[src/rtl/mctrl_pkg.sv]
// Shared types and encodings for the multi-cycle control sequencer.
// Contents: state enum, op/cond codes, ALU-B and extender encodings,
// and the packed control-word struct driven by the output decoder.
package mctrl_pkg;

    localparam int unsigned SRCB_W = 2;

    typedef enum logic [2:0] {
        ST_FETCH  = 3'd0,
        ST_DECODE = 3'd1,
        ST_EXEC   = 3'd2,
        ST_MEM    = 3'd3,
        ST_WB     = 3'd4
    } state_t;

    localparam logic [1:0] OP_DP  = 2'b00;
    localparam logic [1:0] OP_MEM = 2'b01;
    localparam logic [1:0] OP_BR  = 2'b10;

    localparam logic [3:0] COND_EQ = 4'b0000;
    localparam logic [3:0] COND_NE = 4'b0001;

    localparam logic [SRCB_W-1:0] SRCB_REG  = 2'b00;
    localparam logic [SRCB_W-1:0] SRCB_IMM  = 2'b01;
    localparam logic [SRCB_W-1:0] SRCB_FOUR = 2'b10;

    localparam logic EXT_IMM12 = 1'b0;
    localparam logic EXT_BR24  = 1'b1;

    // One control word per cycle; every field is a datapath control line.
    typedef struct packed {
        logic              mem_req;
        logic              mem_we;
        logic              addr_sel;
        logic              ir_we;
        logic              pc_we;
        logic              reg_we;
        logic              flags_we;
        logic              pc_src;
        logic              alu_src_a;
        logic [SRCB_W-1:0] alu_src_b;
        logic              ext_sel;
        logic              wb_sel;
        logic              illegal;
    } ctrl_t;

endpackage

[src/rtl/mctrl_cond_check.sv]
// Condition evaluator: EQ needs Z set, NE needs Z clear, all other codes pass.
// Ports: cond[3:0] (instruction cond field), zflag (registered Z), pass.
module mctrl_cond_check
    import mctrl_pkg::*;
(
    input  logic [3:0] cond,
    input  logic       zflag,
    output logic       pass
);

    always_comb begin
        pass = 1'b1;
        case (cond)
            COND_EQ: pass = zflag;
            COND_NE: pass = ~zflag;
            default: pass = 1'b1;
        endcase
    end

endmodule

[src/rtl/multicycle_ctrl.sv]
// Multi-cycle processor control sequencer (FETCH/DECODE/EXEC/MEM/WB).
// Inputs : clk, rst_n (sync, active-low), instr[31:0], zflag, mem_ready.
// Outputs: mem_req, mem_we, addr_sel, ir_we, pc_we, reg_we, flags_we, pc_src,
//          alu_src_a, alu_src_b[1:0], ext_sel, wb_sel, illegal, state[2:0].
// Controls decode combinationally from the state register and instr, and are
// forced to zero while rst_n is low.
// Build option MCTRL_PERF_EN adds cycle_cnt[31:0] and retired_cnt[31:0].
module multicycle_ctrl
    import mctrl_pkg::*;
(
    input  logic        clk,
    input  logic        rst_n,
    input  logic [31:0] instr,
    input  logic        zflag,
    input  logic        mem_ready,
    output logic        mem_req,
    output logic        mem_we,
    output logic        addr_sel,
    output logic        ir_we,
    output logic        pc_we,
    output logic        reg_we,
    output logic        flags_we,
    output logic        pc_src,
    output logic        alu_src_a,
    output logic [1:0]  alu_src_b,
    output logic        ext_sel,
    output logic        wb_sel,
    output logic        illegal,
    output logic [2:0]  state
`ifdef MCTRL_PERF_EN
    ,
    output logic [31:0] cycle_cnt,
    output logic [31:0] retired_cnt
`endif
);

    logic [3:0] cond;
    logic [1:0] op;
    logic       imm_bit;
    logic       load_bit;
    logic       cond_pass;
    logic       unused_instr_bits;

    assign cond     = instr[31:28];
    assign op       = instr[27:26];
    assign imm_bit  = instr[25];
    assign load_bit = instr[20];
    assign unused_instr_bits = ^{instr[24:21], instr[19:0]};

    mctrl_cond_check u_cond (
        .cond  (cond),
        .zflag (zflag),
        .pass  (cond_pass)
    );

    state_t state_q;
    state_t state_d;
    ctrl_t  ctrl;

    // State register
    always_ff @(posedge clk) begin
        if (!rst_n) state_q <= ST_FETCH;
        else        state_q <= state_d;
    end

    // Next-state logic
    always_comb begin
        state_d = state_q;
        case (state_q)
            ST_FETCH:  if (mem_ready) state_d = ST_DECODE;
            ST_DECODE: state_d = ST_EXEC;
            ST_EXEC: begin
                case (op)
                    OP_DP:   state_d = cond_pass ? ST_WB  : ST_FETCH;
                    OP_MEM:  state_d = cond_pass ? ST_MEM : ST_FETCH;
                    default: state_d = ST_FETCH;
                endcase
            end
            ST_MEM:    if (mem_ready) state_d = load_bit ? ST_WB : ST_FETCH;
            ST_WB:     state_d = ST_FETCH;
            default:   state_d = ST_FETCH;
        endcase
    end

    // Output decode; everything held at zero while in reset
    always_comb begin
        ctrl = '0;
        if (rst_n) begin
            case (state_q)
                ST_FETCH: begin
                    ctrl.mem_req   = 1'b1;
                    ctrl.alu_src_b = SRCB_FOUR;
                    // IR and PC+4 latch in the cycle memory completes
                    ctrl.ir_we     = mem_ready;
                    ctrl.pc_we     = mem_ready;
                end
                ST_EXEC: begin
                    case (op)
                        OP_DP: begin
                            ctrl.alu_src_a = 1'b1;
                            ctrl.alu_src_b = imm_bit ? SRCB_IMM : SRCB_REG;
                            ctrl.ext_sel   = EXT_IMM12;
                            ctrl.flags_we  = cond_pass;
                        end
                        OP_MEM: begin
                            ctrl.alu_src_a = 1'b1;
                            ctrl.alu_src_b = SRCB_IMM;
                            ctrl.ext_sel   = EXT_IMM12;
                        end
                        OP_BR: begin
                            // PC already holds fetch address + 4
                            ctrl.alu_src_b = SRCB_IMM;
                            ctrl.ext_sel   = EXT_BR24;
                            ctrl.pc_src    = 1'b1;
                            ctrl.pc_we     = cond_pass;
                        end
                        default: ctrl.illegal = 1'b1;
                    endcase
                end
                ST_MEM: begin
                    ctrl.mem_req  = 1'b1;
                    ctrl.addr_sel = 1'b1;
                    ctrl.mem_we   = ~load_bit;
                end
                ST_WB: begin
                    ctrl.reg_we = 1'b1;
                    ctrl.wb_sel = (op == OP_MEM) ? load_bit : 1'b0;
                end
                default: ctrl = '0;
            endcase
        end
    end

    assign mem_req   = ctrl.mem_req;
    assign mem_we    = ctrl.mem_we;
    assign addr_sel  = ctrl.addr_sel;
    assign ir_we     = ctrl.ir_we;
    assign pc_we     = ctrl.pc_we;
    assign reg_we    = ctrl.reg_we;
    assign flags_we  = ctrl.flags_we;
    assign pc_src    = ctrl.pc_src;
    assign alu_src_a = ctrl.alu_src_a;
    assign alu_src_b = ctrl.alu_src_b;
    assign ext_sel   = ctrl.ext_sel;
    assign wb_sel    = ctrl.wb_sel;
    assign illegal   = ctrl.illegal;
    assign state     = rst_n ? 3'(state_q) : 3'(ST_FETCH);

`ifdef MCTRL_PERF_EN
    logic retire;

    // An instruction retires whenever the sequencer returns to FETCH
    assign retire = ((state_q == ST_EXEC) || (state_q == ST_MEM) || (state_q == ST_WB))
                    && (state_d == ST_FETCH);

    // Performance counters
    always_ff @(posedge clk) begin
        if (!rst_n) begin
            cycle_cnt   <= '0;
            retired_cnt <= '0;
        end else begin
            cycle_cnt <= cycle_cnt + 32'd1;
            if (retire) retired_cnt <= retired_cnt + 32'd1;
        end
    end
`endif

endmodule

[config.mk]
export PLATFORM = sky130hd
export DESIGN_NAME = multicycle_ctrl
export DESIGN_NICKNAME = d
export VERILOG_FILES = /design/src/rtl/mctrl_pkg.sv /design/src/rtl/mctrl_cond_check.sv /design/src/rtl/multicycle_ctrl.sv
export SDC_FILE = /design/constraint.sdc
export NUM_CORES = 1
export LEC_CHECK = 0
export CAP_MARGIN = 10
export CORE_ASPECT_RATIO = 0.9
export CORE_MARGIN = 4
export CORE_UTILIZATION = 24
export CTS_BUF_LIST = sky130_fd_sc_hd__clkbuf_8
export CTS_CLUSTER_SIZE = 14
export DETAILED_ROUTE_END_ITERATION = 16
export PLACE_DENSITY_LB_ADDON = 0.25
export SKIP_CTS_REPAIR_TIMING = 1
export SYNTH_ARGS = -nofsm -noshare
export SYNTH_HDL_FRONTEND = slang
export SYNTH_SLANG_ARGS = --single-unit
[constraint.sdc]
create_clock -name clk -period 1.38 [get_ports clk]
set_clock_uncertainty 0.05 [all_clocks]
set_input_delay 0.138 -clock clk [delete_from_list [all_inputs] [get_ports clk]]
set_output_delay 0.138 -clock clk [all_outputs]
set_load 0.01 [all_outputs]
==> run_results.csv, run 1 <==
group,metric,value,unit
status,outcome,"finished with violations",
status,violations,"setup timing",
drt,num_vias,507,
drt,wl_per_cell,13.0,µm
finish,regMostFlops,"state_q",
worst_setup_path,arrival,1.27,ns
power,switching_share,26.0,%
min_path,hold_depth,4,
die,fp.dieArea,0.00224,mm²
synth,synth.cell_area,370,µm²
timing,whs,0.360,ns
timing,drv_slew,0,
die,start_util,25.6,%
placement,placed_cell_area,782,µm²
min_path,worstHoldStart,"rst_n",
die,ios,53,
finish,largest_register_ff_count,3,
finish,antenna_cells,0,
finish,n_fill_cell,128,
die,rows,13,
timing,hold_viol,0,
timing,fin_ws,-0.0804,ns
synth,syn_nets,89,
die,die_h,45.3,µm
synth,yosys-top-cells-count,"inv_1, nand2_1, and2_1, ha_1, nor2_1",
power,comb_power_share,35.9,%
timing,worst_pin_slew,0.332,ns
synth,syn_avg_cell_area,7.56,µm²
synth,yosysWarnings,0,
synth,ys.flop_type,"dfxtp_1",
synth,yosys.area.top_type_share,16.2,%
timing,rsz0062_at_grt,"true",
drt,routed_via_density,4.49,
global_routing,grt_overflow,0,
cts,cts-root-buf,"clkbuf_8",
finish,syn_to_final_growth,150,%
cts,insertion_delay,0.21,ns
synth,synth-async-reset-ratio,0,%
worst_setup_path,cp_slowest_cell,"dfxtp_2",
drt,routed_wl,1.47,mm
power,p_per_area,578,mW/mm²
power,p_switching,139,µW
placement,place.gp.congestion,0.811,
timing,max_freq,685,MHz
synth,synth_seq_cells,3,
worst_setup_path,rrSetupSlack,0.18,ns
global_routing,grt_pass1_wl,1.99,mm
cts,cts_buffers,3,
cts,cts_tree,"done",
cts,cts.clk_slew.worst_paths,0.03,ns
worst_setup_path,critPathLaunchType,"flip-flop",
die,core_area,0.00145,mm²
placement,port_buffers,28,
drt,detail-route-antenna-nets,0,
min_path,hold_end,"state_q[0]",
global_routing,grt_max_degree,7,
global_routing,grt_util_all_layers,11.9,%
timing,post-route-period-util,106,%
synth,synth_area_leader_cell,"dfxtp_1",
power,p_leak,0.000621,µW
cts,cts.sinks,3,
timing,period_needed,1.46,ns
worst_setup_path,r2r-end,"state_q[2]",
cts,cts_buffer_depth,2,
worst_setup_path,crit_type,"flip-flop to output pin",
global_routing,antenna_found_initial,0,
finish,fin_area,925,µm²
synth,synth.most_common_cell,"inv_1",
timing,max-slew-margin-rel,77.6,%
power,clkPwrFrac,45.7,%
min_path,hp-class,"input pin to flip-flop",
synth,synthTopCellsByArea,"dfxtp_1, ha_1, and2_1",
worst_setup_path,cp_top_family,"simple AND/OR/NAND/NOR gates",
timing,setup_viol,5,
die,die_w,49.4,µm
drt,drc,0,
cts,cts_max_level,1,
power,seq_power_share,18.4,%
synth,syn_inst,49,
drt,first_pass_iters,4,
placement,place_hpwl,1.09,mm
worst_setup_path,worstRegToRegCells,5,
worst_setup_path,cp_max_fo,4,
worst_setup_path,r2r-start,"state_q[2]",
drt,drt_iter0_drc,4,
synth,ys_seq_area_share,16.2,%
power,vdd_ir_drop_max,0.000352,V
worst_setup_path,path_buf_inv,1,
synth,synth.distinct_cells,25,
finish,drive_above_1_share,52.0,%
worst_setup_path,endpoint_kind,"output pin",
power,intPower,395,µW
finish,largestRegisters,"state_q: 3 flops",
flow_run,drv_cap,0,
finish,nNetsFinal,139,
synth,synth-edff-count,0,
worst_setup_path,path_cells,"and2b_2, and3_4, o21bai_1, dlymetal6s2s_1",
global_routing,grt_pass1_vias,507,
worst_setup_path,crit_required,1.19,ns
worst_setup_path,slowest_delay,0.33,ns
worst_setup_path,worstSetupStartpoint,"state_q[2]",
## area by class of cell
cell class / instances / area (µm²) / share of cell area, %
Tap cell: 15 / 18.8 / 2.03
Sequential cell: 3 / 63.8 / 6.90
Inverter: 6 / 22.5 / 2.44
Clock buffer: 3 / 41.3 / 4.47
Timing Repair Buffer: 46 / 434 / 47.0
Multi-Input combinational cell: 39 / 340 / 36.8
Clock inverter: 1 / 3.75 / 0.406
## worst reg2reg max path, stage by stage (launching register included)
cell and delay [ns]:
dfxtp_2 0.32, and4bb_4 0.34, buf_6 0.12, nand2_4 0.05, buf_4 0.12, o22ai_2 0.13
## kinds of logic after synthesis
| family | share of synthesized area, % |
|---|---|
| AOI/OAI and AO/OA | 17.6 |
| DFF | 16.2 |
| and+or+nand+nor | 42.2 |
| xor gates and xnor gates | 2.37 |
| buffers and inverters | 8.11 |
| adders and majority gates | 13.5 |
## metal layers
metal  global-route usage [%]  vias to the layer above  share of wire, %
li1                         -                      262                 -
met1                     10.1                      226                35
met2                     25.1                       19                57
met3                     6.60                        0               7.7
met4                     1.66                        0                 0
met5                        0                        -                 0
## power groups by stage
stage,sequential [µW],combinational (µW),clock [µW]
2_1_floorplan,99.6,57.0,0
3_3_place_gp,97.6,169,0
3_5_place_dp,97.9,173,0
4_1_cts,96.7,173,249
5_1_grt,98.9,208,259
6_report,98.3,192,245
## cell usage in the layout, fill, tap and decap left out
cell type | netlist | layout
buf_4 | 1 | 15
dlymetal6s2s_1 | 0 | 14
clkdlybuf4s50_1 | 0 | 6
inv_1 | 6 | 5
nand2_1 | 5 | 5
buf_6 | 0 | 5
and2_1 | 4 | 3
clkbuf_8 | 0 | 3
buf_2 | 0 | 3
clkbuf_2 | 0 | 3
dfxtp_2 | 0 | 3
inv_2 | 0 | 2
nor2_2 | 0 | 2
nor2_1 | 4 | 2
ha_4 | 0 | 2
ha_1 | 4 | 2
and2b_2 | 0 | 1
and3_4 | 0 | 1
xor2_2 | 0 | 1
nor4_2 | 1 | 1
and4bb_4 | 1 | 1
nand2_2 | 2 | 1
o21bai_1 | 1 | 1
nand2_4 | 0 | 1
o21a_1 | 1 | 1
nand2b_1 | 1 | 1
a21oi_2 | 0 | 1
nor3b_2 | 1 | 1
and3_1 | 2 | 1
and2_4 | 0 | 1
and2_2 | 1 | 1
a21oi_1 | 2 | 1
o41ai_1 | 1 | 1
o21ai_0 | 1 | 1
a311oi_1 | 1 | 1
nand3_1 | 2 | 1
o21ai_1 | 1 | 1
nand3_2 | 0 | 1
o22ai_2 | 1 | 1
## how the worst max path moves through the flow
stage / end / slack (ns) / cells past startpoint
detailed placement: pc_we / -0.57 / 5
CTS: pc_we / -0.57 / 5
global route: alu_src_b[0] / -0.14 / 4
global placement: pc_we / -0.51 / 5
finish: pc_we / -0.08 / 4
floorplan: pc_src / 0.19 / 4
## metrics by stage
step	total power (µW)	utilization, %	cells	setup WS (ns)	setup TNS, ns
detailed placement	270	54.0	107	-0.567	-7.76
CTS	520	57.1	111	-0.571	-7.44
floorplan	157	-	49	0.194	0
global placement	267	54.0	107	-0.513	-6.97
finish	535	63.9	113	-0.0804	-0.298
global route	566	63.9	113	-0.137	-0.549
No activity file was read; power rests on OpenSTA's default activity.
==> run 2: changes to the inputs <==
Settings changed: CORE_MARGIN 4 to 2.
==> run_results.csv, run 2 (same netlist as run 1, synthesis figures left out) <==
group,metric,value,unit
finish,syn_to_final_growth,148,%
timing,rsz0062_at_grt,"true",
die,core_area,0.00145,mm²
drt,routed_wl,1.25,mm
global_routing,grt_overflow,0,
drt,first_pass_iters,3,
timing,max_freq,645,MHz
timing,worst_pin_slew,0.321,ns
power,vdd_ir_drop_max,0.000431,V
power,p_leak,0.000586,µW
finish,fin_util,63.4,%
worst_setup_path,crit_required,1.19,ns
status,outcome,"finished with violations",
cts,cts_buffers,3,
finish,drive_above_1_share,53.1,%
flow_run,drv_cap,0,
power,total_power,534,µW
cts,cts-root-buf,"clkbuf_8",
power,p_per_area,581,mW/mm²
finish,nNetsFinal,139,
drt,detail-route-antenna-nets,0,
finish,final_cell_mix,"buf_4, dlymetal6s2s_1, clkdlybuf4s50_1, buf_6",
global_routing,grt_util_all_layers,13.0,%
finish,largest_register_ff_count,3,
die,rows,13,
timing,post-route-period-util,112,%
timing,fin_ws,-0.171,ns
worst_setup_path,crit_type,"flip-flop to output pin",
placement,place_hpwl,928,µm
finish,largestRegisters,"state_q: 3 flops",
die,die_h,41.3,µm
timing,max-slew-margin-rel,78.3,%
cts,cts_max_level,1,
cts,cts_tree,"done",
cts,cts.clk_slew.worst_paths,0.03,ns
timing,fin_tns_setup,-0.494,ns
placement,post-place-ws,-0.539,ns
finish,regMostFlops,"state_q",
cts,insertion_delay,0.21,ns
timing,hold_viol,0,
cts,cts_buffer_depth,2,
min_path,hp-class,"input pin to flip-flop",
worst_setup_path,arrival,1.36,ns
die,die_w,45.4,µm
drt,num_vias,492,
die,fp.dieArea,0.00187,mm²
worst_setup_path,endpoint_kind,"output pin",
drt,wl_per_cell,11.0,µm
worst_setup_path,cp_max_fo,6,
placement,place.gp.congestion,0.776,
finish,antenna_cells,0,
drt,routed_via_density,4.35,
drt,drt_iter0_drc,2,
global_routing,grt_pass1_wl,1.77,mm
global_routing,grt_pass1_vias,439,
finish,final_common_cell,"buf_4",
timing,setup_viol,8,
finish,n_fill_cell,124,
worst_setup_path,critPathLaunchType,"flip-flop",
placement,port_buffers,28,
global_routing,grt_max_degree,7,
drt,drc,0,
timing,period_needed,1.55,ns
die,ios,53,
die,start_util,25.6,%
timing,drv_slew,0,
status,violations,"setup timing",
timing,whs,0.355,ns
global_routing,antenna_found_initial,0,
cts,cts.sinks,3,
## run 2: worst max-delay path, stage by stage (launching register included)
cell and delay (ns):
dfxtp_2 0.40, and4bb_4 0.31, buf_6 0.12, nand2_4 0.05
o21bai_1 0.12, buf_2 0.14
## run 2: where the power goes
| group | internal, µW | switching, µW |
|---|---|---|
| registers | 93.4 | 8.40 |
| logic | 110 | 74.0 |
| clock network | 189 | 58.2 |
## run 2: worst paths after layout
kind	cells after the start	startpoint	to	slack, ns
max reg2reg	5	state_q[1]	state_q[2]	0.14
min reg2reg	2	state_q[0]	state_q[1]	0.46
min	4	rst_n	state_q[0]	0.36
max	5	state_q[1]	pc_we	-0.17
## run 2: final cells by class
class / count / area (µm²) / share of cell area (%)
clock buffers: 3 / 41.3 / 4.50
flip-flops and latches: 3 / 63.8 / 6.95
inverters: 6 / 25.0 / 2.72
clock inverters: 1 / 3.75 / 0.409
well taps: 15 / 18.8 / 2.04
repair buffers: 46 / 423 / 46.0
multi-input cells: 39 / 343 / 37.3
## run 2: routing by layer
layer | vias up | routed length (µm) | global-route usage (%)
li1 | 262 | - | -
met1 | 213 | 523 | 15.5
met2 | 17 | 640 | 22.2
met3 | 0 | 83 | 6.61
met4 | 0 | 0 | 0
met5 | - | 0 | 0
## run 2: through the flow
step	instance area (µm²)	instances
after detailed placement	774	106
final	918	113
after global placement	774	106
after global routing	918	113
after floorplan	370	49
after CTS	820	110
